[src/rtl/vga_pkg.sv]
// Shared VGA defaults (640x480@60), coordinate/colour types, colour-bar table
// and the porch/sync total helper used by every display block.
package vga_pkg;
  localparam int DEF_H_ACTIVE = 640;
  localparam int DEF_H_FP     = 16;
  localparam int DEF_H_SYNC   = 96;
  localparam int DEF_H_BP     = 48;
  localparam int DEF_V_ACTIVE = 480;
  localparam int DEF_V_FP     = 10;
  localparam int DEF_V_SYNC   = 2;
  localparam int DEF_V_BP     = 33;
  localparam int DEF_CW       = 10;
  localparam int DEF_PIX_W    = 12;

  typedef logic [DEF_CW-1:0]    coord_t;
  typedef logic [DEF_PIX_W-1:0] rgb_t;

  // white, yellow, cyan, green, magenta, red, blue, black
  localparam rgb_t BAR_COLORS [8] = '{12'hFFF, 12'hFF0, 12'h0FF, 12'h0F0,
                                      12'hF0F, 12'hF00, 12'h00F, 12'h000};

  function automatic int calc_total(input int active, input int fp,
                                    input int sync, input int bp);
    return active + fp + sync + bp;
  endfunction
endpackage

[src/rtl/vga_timing.sv]
// Free-running h/v raster counters with active-area and raw (active-high)
// sync flags; polarity and pipelining are left to the instantiating block.
module vga_timing
  import vga_pkg::*;
#(
  parameter int H_ACTIVE = DEF_H_ACTIVE,
  parameter int H_FP     = DEF_H_FP,
  parameter int H_SYNC   = DEF_H_SYNC,
  parameter int H_BP     = DEF_H_BP,
  parameter int V_ACTIVE = DEF_V_ACTIVE,
  parameter int V_FP     = DEF_V_FP,
  parameter int V_SYNC   = DEF_V_SYNC,
  parameter int V_BP     = DEF_V_BP,
  parameter int CW       = DEF_CW
) (
  input  logic          clk,
  input  logic          rst,
  output logic [CW-1:0] h,
  output logic [CW-1:0] v,
  output logic          active,
  output logic          hs_on,
  output logic          vs_on
);
  localparam int H_TOTAL = calc_total(H_ACTIVE, H_FP, H_SYNC, H_BP);
  localparam int V_TOTAL = calc_total(V_ACTIVE, V_FP, V_SYNC, V_BP);
  localparam logic [CW-1:0] H_LAST = CW'(H_TOTAL - 1);
  localparam logic [CW-1:0] V_LAST = CW'(V_TOTAL - 1);

  logic [CW-1:0] h_q, h_d, v_q, v_d;

  always_comb begin
    h_d = h_q + 1'b1;
    v_d = v_q;
    if (h_q == H_LAST) begin
      h_d = '0;
      v_d = (v_q == V_LAST) ? '0 : v_q + 1'b1;
    end
  end

  always_ff @(posedge clk or negedge rst) begin
    if (!rst) begin
      h_q <= '0;
      v_q <= '0;
    end else begin
      h_q <= h_d;
      v_q <= v_d;
    end
  end

  assign h      = h_q;
  assign v      = v_q;
  assign active = (int'(h_q) < H_ACTIVE) && (int'(v_q) < V_ACTIVE);
  assign hs_on  = (int'(h_q) >= H_ACTIVE + H_FP) && (int'(h_q) < H_ACTIVE + H_FP + H_SYNC);
  assign vs_on  = (int'(v_q) >= V_ACTIVE + V_FP) && (int'(v_q) < V_ACTIVE + V_FP + V_SYNC);
endmodule

[src/rtl/vga_window_display.sv]
// VGA raster with NWIN priority-composited windows over a background colour.
// Optional colour-bar generator enabled by defining TEST_PATTERN_EN.
module vga_window_display
  import vga_pkg::*;
#(
  parameter int H_ACTIVE = DEF_H_ACTIVE,
  parameter int H_FP     = DEF_H_FP,
  parameter int H_SYNC   = DEF_H_SYNC,
  parameter int H_BP     = DEF_H_BP,
  parameter int V_ACTIVE = DEF_V_ACTIVE,
  parameter int V_FP     = DEF_V_FP,
  parameter int V_SYNC   = DEF_V_SYNC,
  parameter int V_BP     = DEF_V_BP,
  parameter int SYNC_POL = 0,
  parameter int NWIN     = 2,
  parameter int CW       = DEF_CW,
  parameter int PIX_W    = DEF_PIX_W,
  parameter logic [PIX_W-1:0] BG_COLOR = '0
) (
  input  logic                  clk,
  input  logic                  rst,
`ifdef TEST_PATTERN_EN
  input  logic                  test_mode,
`endif
  input  logic [NWIN-1:0]       win_en,
  input  logic [NWIN*CW-1:0]    win_xl,
  input  logic [NWIN*CW-1:0]    win_xr,
  input  logic [NWIN*CW-1:0]    win_yu,
  input  logic [NWIN*CW-1:0]    win_yd,
  input  logic [NWIN*PIX_W-1:0] pixel,
  output logic [NWIN-1:0]       pix_req,
  output logic [CW-1:0]         pix_x,
  output logic [CW-1:0]         pix_y,
  output logic [PIX_W-1:0]      rgb,
  output logic                  hs,
  output logic                  vs,
  output logic                  de,
  output logic                  frame_start
);
  localparam int   IW       = (NWIN > 1) ? $clog2(NWIN) : 1;
  localparam logic SYNC_ACT = (SYNC_POL != 0);

  logic [CW-1:0] h, v;
  logic          active, hs_on, vs_on, frame_top;

  vga_timing #(
    .H_ACTIVE(H_ACTIVE), .H_FP(H_FP), .H_SYNC(H_SYNC), .H_BP(H_BP),
    .V_ACTIVE(V_ACTIVE), .V_FP(V_FP), .V_SYNC(V_SYNC), .V_BP(V_BP), .CW(CW)
  ) u_timing (
    .clk(clk), .rst(rst), .h(h), .v(v),
    .active(active), .hs_on(hs_on), .vs_on(vs_on)
  );

  assign frame_top = (h == '0) && (v == '0);

  // Shadow bounds; the _d side bypasses so pixel (0,0) already sees new bounds.
  logic [NWIN-1:0]    sh_en_q, sh_en_d;
  logic [NWIN*CW-1:0] sh_xl_q, sh_xl_d, sh_xr_q, sh_xr_d;
  logic [NWIN*CW-1:0] sh_yu_q, sh_yu_d, sh_yd_q, sh_yd_d;

  always_comb begin
    sh_en_d = sh_en_q;
    sh_xl_d = sh_xl_q;
    sh_xr_d = sh_xr_q;
    sh_yu_d = sh_yu_q;
    sh_yd_d = sh_yd_q;
    if (frame_top) begin
      sh_en_d = win_en;
      sh_xl_d = win_xl;
      sh_xr_d = win_xr;
      sh_yu_d = win_yu;
      sh_yd_d = win_yd;
    end
  end

  logic [NWIN-1:0] hit;
  for (genvar i = 0; i < NWIN; i++) begin : g_win
    logic [CW-1:0] xl, xr, yu, yd;
    assign xl = sh_xl_d[i*CW +: CW];
    assign xr = sh_xr_d[i*CW +: CW];
    assign yu = sh_yu_d[i*CW +: CW];
    assign yd = sh_yd_d[i*CW +: CW];
    assign hit[i] = sh_en_d[i] & active & (h >= xl) & (h <= xr) & (v >= yu) & (v <= yd);
  end

  // Stage 1: winner select and source read strobe
  logic [NWIN-1:0] hit_g, req_d, req_q;
  logic [IW-1:0]   win_d, win1_q;
  logic            any_d, any1_q, act1_q, hs1_q, vs1_q, fs1_q;
  logic [CW-1:0]   x_q, y_q;

  always_comb begin
    hit_g = hit;
`ifdef TEST_PATTERN_EN
    if (test_mode) hit_g = '0;
`endif
    req_d = hit_g & (~hit_g + 1'b1);
    any_d = |hit_g;
    win_d = '0;
    for (int i = NWIN - 1; i >= 0; i--)
      if (hit_g[i]) win_d = IW'(i);
  end

  // Stage 2: output mux, sync/de delayed to stay aligned with rgb
  logic [PIX_W-1:0] rgb_d, rgb_q;
  logic             hs_d, hs_q, vs_d, vs_q, de_q, fs_q;
`ifdef TEST_PATTERN_EN
  logic             tm1_q;
  logic [2:0]       bar_idx;
`endif

  always_comb begin
    rgb_d = '0;
    if (any1_q)      rgb_d = pixel[int'(win1_q)*PIX_W +: PIX_W];
    else if (act1_q) rgb_d = BG_COLOR;
`ifdef TEST_PATTERN_EN
    bar_idx = 3'((int'(x_q) * 8) / H_ACTIVE);
    if (tm1_q) rgb_d = act1_q ? PIX_W'(BAR_COLORS[bar_idx]) : '0;
`endif
    hs_d = hs1_q ? SYNC_ACT : ~SYNC_ACT;
    vs_d = vs1_q ? SYNC_ACT : ~SYNC_ACT;
  end

  always_ff @(posedge clk or negedge rst) begin
    if (!rst) begin
      sh_en_q <= '0;
      sh_xl_q <= '0;
      sh_xr_q <= '0;
      sh_yu_q <= '0;
      sh_yd_q <= '0;
      req_q   <= '0;
      win1_q  <= '0;
      any1_q  <= 1'b0;
      act1_q  <= 1'b0;
      hs1_q   <= 1'b0;
      vs1_q   <= 1'b0;
      fs1_q   <= 1'b0;
      x_q     <= '0;
      y_q     <= '0;
      rgb_q   <= '0;
      hs_q    <= ~SYNC_ACT;
      vs_q    <= ~SYNC_ACT;
      de_q    <= 1'b0;
      fs_q    <= 1'b0;
`ifdef TEST_PATTERN_EN
      tm1_q   <= 1'b0;
`endif
    end else begin
      sh_en_q <= sh_en_d;
      sh_xl_q <= sh_xl_d;
      sh_xr_q <= sh_xr_d;
      sh_yu_q <= sh_yu_d;
      sh_yd_q <= sh_yd_d;
      req_q   <= req_d;
      win1_q  <= win_d;
      any1_q  <= any_d;
      act1_q  <= active;
      hs1_q   <= hs_on;
      vs1_q   <= vs_on;
      fs1_q   <= frame_top;
      x_q     <= h;
      y_q     <= v;
      rgb_q   <= rgb_d;
      hs_q    <= hs_d;
      vs_q    <= vs_d;
      de_q    <= act1_q;
      fs_q    <= fs1_q;
`ifdef TEST_PATTERN_EN
      tm1_q   <= test_mode;
`endif
    end
  end

  assign pix_req     = req_q;
  assign pix_x       = x_q;
  assign pix_y       = y_q;
  assign rgb         = rgb_q;
  assign hs          = hs_q;
  assign vs          = vs_q;
  assign de          = de_q;
  assign frame_start = fs_q;
endmodule

[config.mk]
export PLATFORM = sky130hd
export DESIGN_NAME = vga_window_display
export DESIGN_NICKNAME = d
export VERILOG_FILES = /design/src/rtl/vga_pkg.sv /design/src/rtl/vga_timing.sv /design/src/rtl/vga_window_display.sv
export SDC_FILE = /design/constraint.sdc
export NUM_CORES = 1
export LEC_CHECK = 0
export CAP_MARGIN = 20
export CORE_MARGIN = 2
export CORE_UTILIZATION = 52
export DETAILED_ROUTE_END_ITERATION = 16
export MAX_ROUTING_LAYER = met4
export PLACE_DENSITY = 0.88
export SLEW_MARGIN = 20
export SYNTH_ARGS = -nofsm -noshare
export SYNTH_HDL_FRONTEND = slang
export SYNTH_SLANG_ARGS = --single-unit
[constraint.sdc]
create_clock -name clk -period 7.1 [get_ports clk]
set_input_delay 1.065 -clock clk [delete_from_list [all_inputs] [get_ports clk]]
set_output_delay 1.065 -clock clk [all_outputs]
set_load 0.01 [all_outputs]
# After elaboration in Yosys (flattened, before gate mapping)
# Cells that the tools add are included.
[classes] n_mul=1 n_reduce_logical=7 n_lt_le_gt_ge=14 eq_ne=2 bitwise_logic=12 addsub=3 muxes=12 shift=1
[op_table] cell="two-way mux 20 bit" count=4
[op_table] cell=">= comparator 10 bit" count=4
[op_table] cell="<= comparator 10 bit" count=4
[op_table] cell="variable part select 24 x 6 -> 12 bit" count=1
[op_table] cell="adder 10 x 1 -> 10 bit (second input constant)" count=2
[op_table] cell="== test 10 bit (second input constant)" count=2
[op_table] cell="zero test 10 bit" count=2
[op_table] cell="less-than comparator 10 bit (second input constant)" count=2
[op_table] cell="less-than comparator 10 x 9 -> 1 bit (second input constant)" count=2
[op_table] cell="two-way mux 10 bit" count=2
[op_table] cell="two-way mux 12 bit" count=1
[op_table] cell="AND 1 bit" count=10
[op_table] cell=">= comparator 10 bit (second input constant)" count=1
[op_table] cell=">= comparator 10 x 9 -> 1 bit (second input constant)" count=1
[op_table] cell="logical AND 1 bit" count=4
[op_table] cell="two-way mux 1 bit" count=4
[op_table] cell="multiplier 1 x 2 -> 3 bit (second input constant)" count=1
[op_table] cell="adder 2 x 1 -> 2 bit (second input constant)" count=1
[op_table] cell="AND 2 bit" count=1
[op_table] cell="two-way mux 2 bit" count=1
[op_table] cell="NOT 2 bit" count=1
[op_table] cell="OR reduction 2 bit" count=1
[totals] word_cells=73 reg_bits=146 out_inout_bits=38

# Longest topological paths before layout
[logic_depth] ltp_word=11 mapped_depth=15 ltp_nobuf=13

# Hierarchy
# From an unflattened synthesis, not the netlist that was laid out.
[hier_totals] hier_cells=632 hier_area_um2=7335.8
[modules_own_cells] module="vga_window_display" cells_each=526 seq_area_each_um2=3130.5 n_inst=1 area_per_inst_um2=6262.3
[modules_own_cells] module="vga_timing" cells_each=106 seq_area_each_um2=500.5 n_inst=1 area_per_inst_um2=1073.5

# Least setup slack after synthesis
# Ideal clock, no wire load.
[synth_timing] kind="reg2reg" from="register u_timing.h_q[0] (netlist: u_timing.h[0])" to="register any1_q" synth_period_minus_slack_ns=3.636 arrival_time_ns=3.573 path_stages_with_launch=16 required_ns=7.036 setup_slack_ns=3.464 path_cell_list="dfrtp_1 inv_1 ha_1 or4b_1 nor3_1 buf_2 buf_2 mux2_2 inv_1 ha_1 a21o_1 a21o_1 a2111o_1 a311oi_1 nand4_1 a21bo_2"
[synth_via] elab_cells_between_ends=28 cone_classes="order compare (9); mux (5); bitwise (10); reduce/logical (4)"
[synth_rtl] item="from (decl)" line_no="vga_timing.sv:29" rtl="logic [CW-1:0] h_q, h_d, v_q, v_d;"
[synth_rtl] item="from (signal assigned)" line_no="vga_timing.sv:42" rtl="h_q <= '0;"
[synth_rtl] item="from (signal assigned)" line_no="vga_timing.sv:45" rtl="h_q <= h_d;"
[synth_rtl] item="zero test 10 bit" line_no="vga_window_display.sv:54" rtl="assign frame_top = (h == '0) && (v == '0);"
[synth_rtl] item="logical AND 1 bit" line_no="vga_window_display.sv:54"
[synth_rtl] item="two-way mux 20 bit" line_no="vga_window_display.sv:67" rtl="if (frame_top) begin"
[synth_rtl] item="via sh_xr_d[13]" line_no="vga_window_display.sv:58" rtl="logic [NWIN*CW-1:0] sh_xl_q, sh_xl_d, sh_xr_q, sh_xr_d;"
[synth_rtl] item="<= comparator 10 bit" line_no="vga_window_display.sv:83" rtl="assign hit[i] = sh_en_d[i] & active & (h >= xl) & (h <= xr) & (v >= yu) & (v <= yd);"
[synth_rtl] item="AND 1 bit (3 in series)" line_no="vga_window_display.sv:83"
[synth_rtl] item="OR reduction 2 bit" line_no="vga_window_display.sv:98" rtl="any_d = |hit_g;"
[synth_rtl] item="via any_d" line_no="vga_window_display.sv:89" rtl="logic any_d, any1_q, act1_q, hs1_q, vs1_q, fs1_q;"
[synth_rtl] item="to (signal assigned)" line_no="vga_window_display.sv:156" rtl="any1_q <= any_d;"
[synth_rtl] item="to (decl)" line_no="vga_window_display.sv:89"
# The timed path passes the listed nets, and every way through them passes these cells.
# A chain may end at the register's enable or synchronous reset.

# Worst setup path after layout
[layout_timing] from="register u_timing.h_q[0] (netlist: u_timing.h[0])" to="register any1_q"
[layout_via] elab_cells_between_ends=28 cone_classes="order compare (9); mux (5); bitwise (10); reduce/logical (4)"
[layout_rtl] item="zero test 10 bit" line_no="vga_window_display.sv:54"
[layout_rtl] item="logical AND 1 bit" line_no="vga_window_display.sv:54"
[layout_rtl] item="two-way mux 20 bit" line_no="vga_window_display.sv:67"
[layout_rtl] item="via sh_yu_d[10]" line_no="vga_window_display.sv:59" rtl="logic [NWIN*CW-1:0] sh_yu_q, sh_yu_d, sh_yd_q, sh_yd_d;"
[layout_rtl] item=">= comparator 10 bit" line_no="vga_window_display.sv:83"
[layout_rtl] item="AND 1 bit (2 in series)" line_no="vga_window_display.sv:83"
[layout_rtl] item="OR reduction 2 bit" line_no="vga_window_display.sv:98"
[layout_rtl] item="via any_d" line_no="vga_window_display.sv:89"
# The timed path passes the listed nets, and every way through them passes these cells.

==> metrics <==
status=finished, final reports clean; most frequent cell after synthesis=dfrtp_1; DP HPWL=approximately 12000 µm; ys async rst share=100%; achievable frequency=235 MHz; Req. time, crit path=between 7 and 8 ns; most used cell, CP=ha_1; post-placement setup slack=between 2 and 3 ns; reg2reg setup slack=approximately 2.8 ns; Main synth FF type=dfrtp_1; Mapped Nets=813; Worst-Skew Late Latency=roughly 0.43 ns; critical setup path kind=flop to flop; Filler cells=970; clk sinks=145; reg2reg start=u_timing.h[0]; Rows=43; drt pass-1 iters=6; final net count=a little under 1000; clock root buffer=clkbuf_16; synth cell count leaders=dfrtp_1 (143), ha_1 (84), inv_1 (82); peak supply drop=between 0.15 and 0.2 mV; Bufs on Longest Clock Path=2; period utilization=roughly three fifths; mapped cell area=7260 µm²; crit path launch type=flop; PwrDens=between 150 and 200 nW/µm²; Area Overhead vs Synth=30.5%; All-Layer GR Usage=24.4%; Starting DRT DRC Count=~360; Total Neg Setup Slack=0 ns; total CTS buffers=17; CORE AREA=about 14000 µm²; Synth Register Bits=145; worst reg2reg path depth=13; vias per inst=5.39; Slew @ Worst Pin=between 0.7 and 0.8 ns; # resized after CTS=0; clk slew on worst S/H paths=0.06 ns; Period minus WS final=roughly 4.3 ns; CTS HTree Levels=4; max_cap viols=0; DR WL/cell=17.4 µm; EDFF count, synth=0; Final Setup Violations=0; relative slew slack=47.3%; I/O Buffers=between 100 and 150; Inserted Diodes=0; CP Max Fanout=50; Synth cell types=46; total die area=14900 µm²; hold depth=0; first-pass GRT wire length=roughly 27000 µm; CP cell instances=inv_1 > ha_1 > or4b_1 > nor3_2 > buf_4 > mux2_2 > ha_1 > nand2b_1 > a211oi_1 > nor4_1 > o32a_1 > nand4_1 > a21bo_2; post-route ant nets=0; final hold vios=0; worst min path class=flop to flop; crit-path max cell delay=roughly 0.64 ns; Worst Clk Skew=0.00723 ns; reg2reg end=any1_q; crit path max-delay cell type=buf_4; Synth Instances=621; number of global-route vias before repair=5431; CTS tree=built; share of layout cells above drive strength 1=approximately 7.6%; total wire length=between 15000 and 20000 µm; # hold bufs at CTS=0; DIE HEIGHT=122 µm; Leak=4.48 nW; Syn Area/Cell=approximately 12 µm²; I/O Pins=approximately 150; Final Max Slew Viols=0; Seq/Total Area, Yosys=about half; Vias=~5200; Worst setup EP type=flop; maximum number of pins on one net before global-route repair=a little under 90; Die Wd=~120 µm; ranking of synthesized cells by area=dfrtp_1 (49%), ha_1 (14%), mux2i_1 (10%); drc violations=0; Initial Utilization=~53%; PnR worst setup slack=between 2 and 3 ns; Critical Path AT=about 4.6 ns; Synth top area share=around half; routability cong.=between 0.8 and 0.9; RSZ-0062 raised after global routing=no; initial antenna violation count=0; yosys warns=0; Min-Delay Endpoint=frame_start; postcts setup bufs=0; total grt overflow=0; area leader, netlist=dfrtp_1; Worst Hold Launch=fs1_q
cell type report:
cell class	instances	area, µm²	share of cell area, %
sequential	145	3630	38.3
multi-input combinational	380	3260	34.4
timing repair buffer	149	1490	15.7
clock buffer	26	519	5.48
inverter	82	308	3.25
tap	180	225	2.37
clock inverter	5	50.0	0.528
stage by stage:
stage / hold slack, ns / util (%) / cells / power [mW] / cell area (µm²)
after floorplan: 0.331 / - / 621 / 0.922 / 7260
after global placement: 0.338 / 64.7 / 936 / 1.01 / 8910
after detailed placement: 0.343 / 64.7 / 936 / 1.02 / 8910
after CTS: 0.348 / 68.8 / 967 / 1.87 / 9480
after global routing: 0.352 / 68.8 / 967 / 1.93 / 9480
final: 0.346 / 68.8 / 967 / 1.86 / 9480
logic make-up after synthesis:
logic type	Yosys count	synth area share, %
AOI/OAI and AO/OA	84	7.72
xor gates and xnor gates	10	1.21
adders and majority gates	84	14.5
buffers and inverters	96	5.17
DFF	145	50.0
muxes	94	13.3
and+or+nand+nor	108	8.15
worst max-delay path, delay by kind of cell, from the launching register on:
kind            cells  cell delay, ns
compound gates      3            0.87
fa+ha+maj           2            0.45
buf+inv             2            0.83
flops               1            0.43
mux                 1            0.43
simple gates        5            1.09
worst max path at each step:
| stage | start | to | slack, ns | cells after the start |
|---|---|---|---|---|
| after floorplan | u_timing.h[0] | any1_q | 3.46 | 15 |
| after global placement | u_timing.h[0] | any1_q | 3.06 | 14 |
| after detailed placement | u_timing.h[0] | any1_q | 2.87 | 13 |
| after CTS | u_timing.h[0] | any1_q | 2.87 | 13 |
| after global routing | u_timing.h[0] | any1_q | 2.64 | 13 |
| final | u_timing.h[0] | any1_q | 2.85 | 13 |
layout by cell type, fill, tap and decap left out, drive strengths merged, types with 14 or more instances in the layout:
| cell type | instances |
|---|---|
| nor2b | 16 |
| nand3 | 14 |
| clkbuf | 26 |
| ha | 84 |
| inv | 82 |
| nand2 | 18 |
| a21oi | 16 |
| nor2 | 18 |
| mux2i | 73 |
| o21ai | 17 |
| mux2 | 21 |
| a21o | 18 |
| clkdlybuf4s50 | 144 |
| dfrtp | 143 |
flip-flops by register name (all words and copies together), names as in the netlist:
signal / count
pix_y: 10
vs: 1
act1_q: 1
sh_en_q: 2
u_timing.h: 10
any1_q: 1
sh_xr_q: 20
vs1_q: 1
sh_xl_q: 20
sh_yd_q: 20
fs1_q: 1
pix_req: 2
de: 1
rgb: 12
u_timing.v: 10
pix_x: 10
sh_yu_q: 20
hs: 1
hs1_q: 1
frame_start: 1
routing by layer:
metal	vias to the layer above	wire, µm	GRT usage, %
met5	-	0	-
met1	2530	7370	31.0
li1	2470	-	-
met4	0	312	9.91
met3	24	918	4.78
met2	189	8200	38.7
power breakdown:
| part | switching [mW] | total [mW] | internal [mW] |
|---|---|---|---|
| sequential | 0.00651 | 0.857 | 0.850 |
| clock | 0.324 | 0.857 | 0.533 |
| combinational | 0.0646 | 0.147 | 0.0822 |
Power figures use the tool's default switching activity.
